**src/rtl/cmd_frame_parser.sv**
```systemverilog
// Deframes HEADER,ADDR,D3..D0,CSUM byte frames from the UART receiver into
// single-cycle command strobes, with checksum/timeout error reporting.
module cmd_frame_parser #(
  parameter logic [7:0] HEADER         = 8'hA5,
  parameter int         TIMEOUT_CYCLES = 100000,
  parameter int         ERRCNT_W       = 16
) (
  input  logic                clk,
  input  logic                reset,
  input  logic [7:0]          rx_data,
  input  logic                rx_valid,
  output logic                cmdvalid,
  output logic [7:0]          cmd_addr,
  output logic [31:0]         cmd_data,
  output logic                csum_err,
  output logic                timeout_err,
  output logic [ERRCNT_W-1:0] err_cnt,
  output logic                busy
);

  typedef enum logic [1:0] {IDLE, ADDR, DATA, CSUM} state_t;

  localparam int TW = (TIMEOUT_CYCLES > 2) ? $clog2(TIMEOUT_CYCLES) : 1;
  localparam logic [TW-1:0] TLAST = TW'(TIMEOUT_CYCLES - 1);

  state_t      state;
  logic [1:0]  idx;
  logic [7:0]  acc;
  logic [7:0]  shadow_addr;
  logic [31:0] shadow_data;
  logic [TW-1:0] tcnt;

  always_ff @(posedge clk or posedge reset) begin
    if (reset) begin
      state       <= IDLE;
      idx         <= '0;
      acc         <= '0;
      shadow_addr <= '0;
      shadow_data <= '0;
      tcnt        <= '0;
      cmdvalid    <= 1'b0;
      cmd_addr    <= '0;
      cmd_data    <= '0;
      csum_err    <= 1'b0;
      timeout_err <= 1'b0;
      err_cnt     <= '0;
      busy        <= 1'b0;
    end else begin
      cmdvalid    <= 1'b0;
      csum_err    <= 1'b0;
      timeout_err <= 1'b0;
      if (state == IDLE) begin
        tcnt <= '0;
        if (rx_valid && rx_data == HEADER) begin
          state <= ADDR;
          acc   <= '0;
          busy  <= 1'b1;
        end
      end else if (rx_valid) begin
        // Any byte inside a frame restarts the inter-byte timer, even on the expiry cycle.
        tcnt <= '0;
        unique case (state)
          ADDR: begin
            shadow_addr <= rx_data;
            acc         <= rx_data;
            idx         <= '0;
            state       <= DATA;
          end
          DATA: begin
            shadow_data <= {shadow_data[23:0], rx_data};
            acc         <= acc + rx_data;
            if (idx == 2'd3) state <= CSUM;
            else             idx   <= idx + 2'd1;
          end
          CSUM: begin
            state <= IDLE;
            busy  <= 1'b0;
            if (rx_data == acc) begin
              cmdvalid <= 1'b1;
              cmd_addr <= shadow_addr;
              cmd_data <= shadow_data;
            end else begin
              csum_err <= 1'b1;
              if (err_cnt != '1) err_cnt <= err_cnt + 1'b1;
            end
          end
          default: state <= IDLE;
        endcase
      end else if (tcnt == TLAST) begin
        state       <= IDLE;
        busy        <= 1'b0;
        tcnt        <= '0;
        timeout_err <= 1'b1;
        if (err_cnt != '1) err_cnt <= err_cnt + 1'b1;
      end else begin
        tcnt <= tcnt + 1'b1;
      end
    end
  end

endmodule

```
**config.mk**
```make
export PLATFORM = sky130hd
export DESIGN_NAME = cmd_frame_parser
export DESIGN_NICKNAME = d
export VERILOG_FILES = /design/src/rtl/cmd_frame_parser.sv
export SDC_FILE = /design/constraint.sdc
export NUM_CORES = 1
export LEC_CHECK = 0
export CORE_UTILIZATION = 45
export DETAILED_ROUTE_END_ITERATION = 8
export HOLD_SLACK_MARGIN = 0.03
export PLACE_DENSITY = 0.76
export SLEW_MARGIN = 0
export SYNTH_ARGS = -nofsm -noshare
export SYNTH_HDL_FRONTEND = slang
export SYNTH_SLANG_ARGS = --single-unit
```
**constraint.sdc**
```tcl
create_clock -name clk -period 5.7 [get_ports clk]
set_input_delay 1.14 -clock clk [delete_from_list [all_inputs] [get_ports clk]]
set_output_delay 1.14 -clock clk [all_outputs]
set_load 0.02 [all_outputs]
```
==> reports/results.txt <==
Largest net degree at the start of global routing: 54
WL/cell: 15.2 um
Cells after DPL: 760
Area grow syn2layout: 25.7%
Syn. warnings: 0
Hold Slack: 0.463 ns
Met3 WL: 533 um
Cts hold-fix bufs: 0
FF+latch area: 3230 um2
RD Place Congestion: 0.917
Routed wl met2: 5.74 mm
Synth top area cells: dfrtp_1, nand2_1, mux2_2
P per Cell Area: 384 nW/um2
RSZ-0062 raised after global routing: no
DRT met1 WL: 5.40 mm
Multi-input gate area: 2340 um2
Global-route wire length before repair: 20.4 mm
CTS buffer count: 17
Post-Syn Instances: 538
CP max FO: 41
Cell variety after synth: 44
# diodes: 0
Clock sinks: 129
Post_cts resized: 0
Synthesized area: 5700 um2
Total power: 2.75 mW
Setup Buffers After CTS: 0
Placed inst area: 6550 um2
Mapped Avg Cell Area: 10.6 um2
Critical Path Source Type: primary input
Via density: 5.20
Critical path capture point type: flip-flop
Layout Cells excl Fill: 788
Initial antenna violation count: 0
Clk pin slew, worst setup/hold paths: 0.05 ns
Io pins: 71
Kind of critical path: primary input to flip-flop
Hold WC Path Type: flip-flop to flip-flop
Min-delay src: shadow_data[26]$_DFFE_PP0P_
Max IR drop VDD: 0.195 mV
R2R Path End: cmd_data[9]$_DFFE_PP0P_
Rows: 40
Starting Density: 46.8%
Crit path time final: 3.83 ns
Layout cells sized above 1: 12.1%
Reg2reg start: acc[5]$_DFFE_PP0P_
Worst EP arrival: 4.17 ns
Final Cell Area: 7160 um2
Total GRT Usage: 20.3%
Layout fillers: 1002
Vias in the first global route: 4112
Post-route ant nets: 0
Detailed Route WL: 12.0 mm
Die area: 13100 um2
Setup_tns: 0 ns
Flop2flop setup slack: 2.83 ns
# nets final: 637
WP data required: 6.04 ns
Final Cycle Share: 67.3%
Max-Cap Viols: 0
Status: completed
Maximum buffer depth of the clock tree: 2
Hold Path Depth: 2
Worst-Margin Slew: 0.845 ns
Sequential area share after synthesis: 56.7%
Overflow after GRT: 0
Synth area leader: dfrtp_1
Worst skew pair latency: 0.41 ns
Rel. slew slack: 43.6%
F_max: 261 MHz
Port-buffer cells: 70
Clk root buf: clkbuf_16
Chip Height: 115 um
Reg2reg path depth: 8
CTS tree: yes
Top-area cell type share of the netlist area: 56.7%
Setup Viol. Count Final: 0
Slew Viols, Final: 0
DRC Markers: 0
Initial DRC count: 324
Routed via count: 4095
Post-DP HPWL: 8.15 mm
CORE AREA: 12200 um2
Seq cells post-synth: 129
Post-Syn Nets: 564
Clock Skew: 0.00829 ns
Final hold violations: 0
Highest metal used: met4
CTS HTree Levels: 4
Drt first pass iters: 5
Chip Width: 115 um
Hold path endpoint: cmd_data[26]$_DFFE_PP0P_
Pleak: 3.50 nW
## layout make-up
type | instances | area share, %
clock buffer | 22 | 6.76
multi-input combinational | 380 | 32.7
clock inverter | 6 | 1.82
tap | 168 | 2.94
timing repair buffer | 73 | 10.1
sequential | 129 | 45.1
inverter | 10 | 0.559
## how the worst max path moves through the flow
stage	cells after the start	startpoint	slack, ns	endpoint
2_1_floorplan	1	reset	1.12	acc[0]$_DFFE_PP0P_
3_3_place_gp	9	rx_data[2]	1.53	cmd_addr[7]$_DFFE_PP0P_
3_5_place_dp	9	rx_data[2]	1.45	cmd_data[9]$_DFFE_PP0P_
4_1_cts	9	rx_data[2]	1.86	cmd_data[9]$_DFFE_PP0P_
5_1_grt	9	rx_data[2]	1.56	cmd_data[9]$_DFFE_PP0P_
6_report	9	rx_data[2]	1.87	cmd_data[9]$_DFFE_PP0P_
## where the power goes
group | internal [mW] | total, mW | switching (mW)
Clock | 0.766 | 1.13 | 0.361
Sequential | 1.04 | 1.14 | 0.101
Combinational | 0.219 | 0.481 | 0.262
Total | 2.02 | 2.75 | 0.724
## worst max-delay path, stage by stage
cell	delay [ns]
clkdlybuf4s50_1	0.55
ha_1	0.43
nor4_1	0.38
nand3_1	0.10
or2_2	0.61
inv_1	0.41
buf_4	0.37
nand2_1	0.10
nand2_1	0.07
## logic make-up (layout without fill, tap and decap cells)
logic type	Yosys count	in the layout	synth area share (%)
xor gates and xnor gates	34	34	5.23
DFF	129	129	56.7
muxes	44	44	8.57
AOI/OAI and AO/OA	35	35	3.87
adders and majority gates	15	15	3.43
buffers and inverters	29	111	2.17
and+or+nand+nor	252	252	20.1
## synthesized netlist by cell type, drive strengths merged
| library cell | n |
|---|---|
| o221a | 1 |
| nand3 | 16 |
| xor2 | 17 |
| xnor2 | 17 |
| o21bai | 1 |
| nor4 | 4 |
| a31oi | 3 |
| mux2 | 38 |
| o22a | 2 |
| mux2i | 6 |
| nand3b | 2 |
| and4 | 5 |
| and3 | 13 |
| nor2 | 29 |
| nand4 | 4 |
| o311ai | 1 |
| nand2b | 3 |
| a21o | 1 |
| a22o | 2 |
| a2111oi | 1 |
| clkbuf | 11 |
| and4b | 1 |
| fa | 1 |
| nand2 | 151 |
| nor4b | 2 |
| inv | 10 |
| ha | 14 |
| nor3 | 9 |
| nor2b | 7 |
| a21oi | 8 |
| a21boi | 1 |
| dfrtp | 129 |
| or2 | 4 |
| nand4b | 1 |
| o31ai | 1 |
| o21ai | 12 |
| nor3b | 1 |
| buf | 8 |
| o21a | 1 |
## stage by stage
step | setup WS [ns] | util, %
final | 1.87 | 58.9
after global routing | 1.56 | 58.9
after CTS | 1.86 | 58.9
after detailed placement | 1.45 | 53.8
after global placement | 1.53 | 53.8
after floorplan | 1.12 | -
## routing by layer
layer  global-route usage, %  vias to the layer above
met1                    26.9                     2024
met5                       0                        -
li1                        -                     1950
met2                    31.7                       96
met4                    9.18                        0
met3                    5.13                       25
## layout by cell type, fill, tap and decap left out, drive strengths merged, types with 2 or more instances in the layout
cell type	count
a21oi	8
a22o	2
a31oi	3
and3	13
and4	5
buf	3
bufinv	4
clkbuf	22
clkdlybuf4s50	70
clkinv	2
dfrtp	129
ha	14
inv	10
mux2	38
mux2i	6
nand2	151
nand2b	3
nand3	16
nand3b	2
nand4	4
nor2	29
nor2b	7
nor3	9
nor4	4
nor4b	2
o21ai	12
o22a	2
or2	4
xnor2	17
xor2	17
## state kept, by name, summed over array words and instances, names as in the netlist
| name | flops |
|---|---|
| cmd_data | 32 |
| err_cnt | 16 |
| tcnt | 17 |
| shadow_data | 32 |
| state | 2 |
| csum_err | 1 |
| shadow_addr | 8 |
| busy | 1 |
| cmdvalid | 1 |
| timeout_err | 1 |
| acc | 8 |
| idx | 2 |
| cmd_addr | 8 |
No activity file was read; power rests on OpenSTA's default activity.
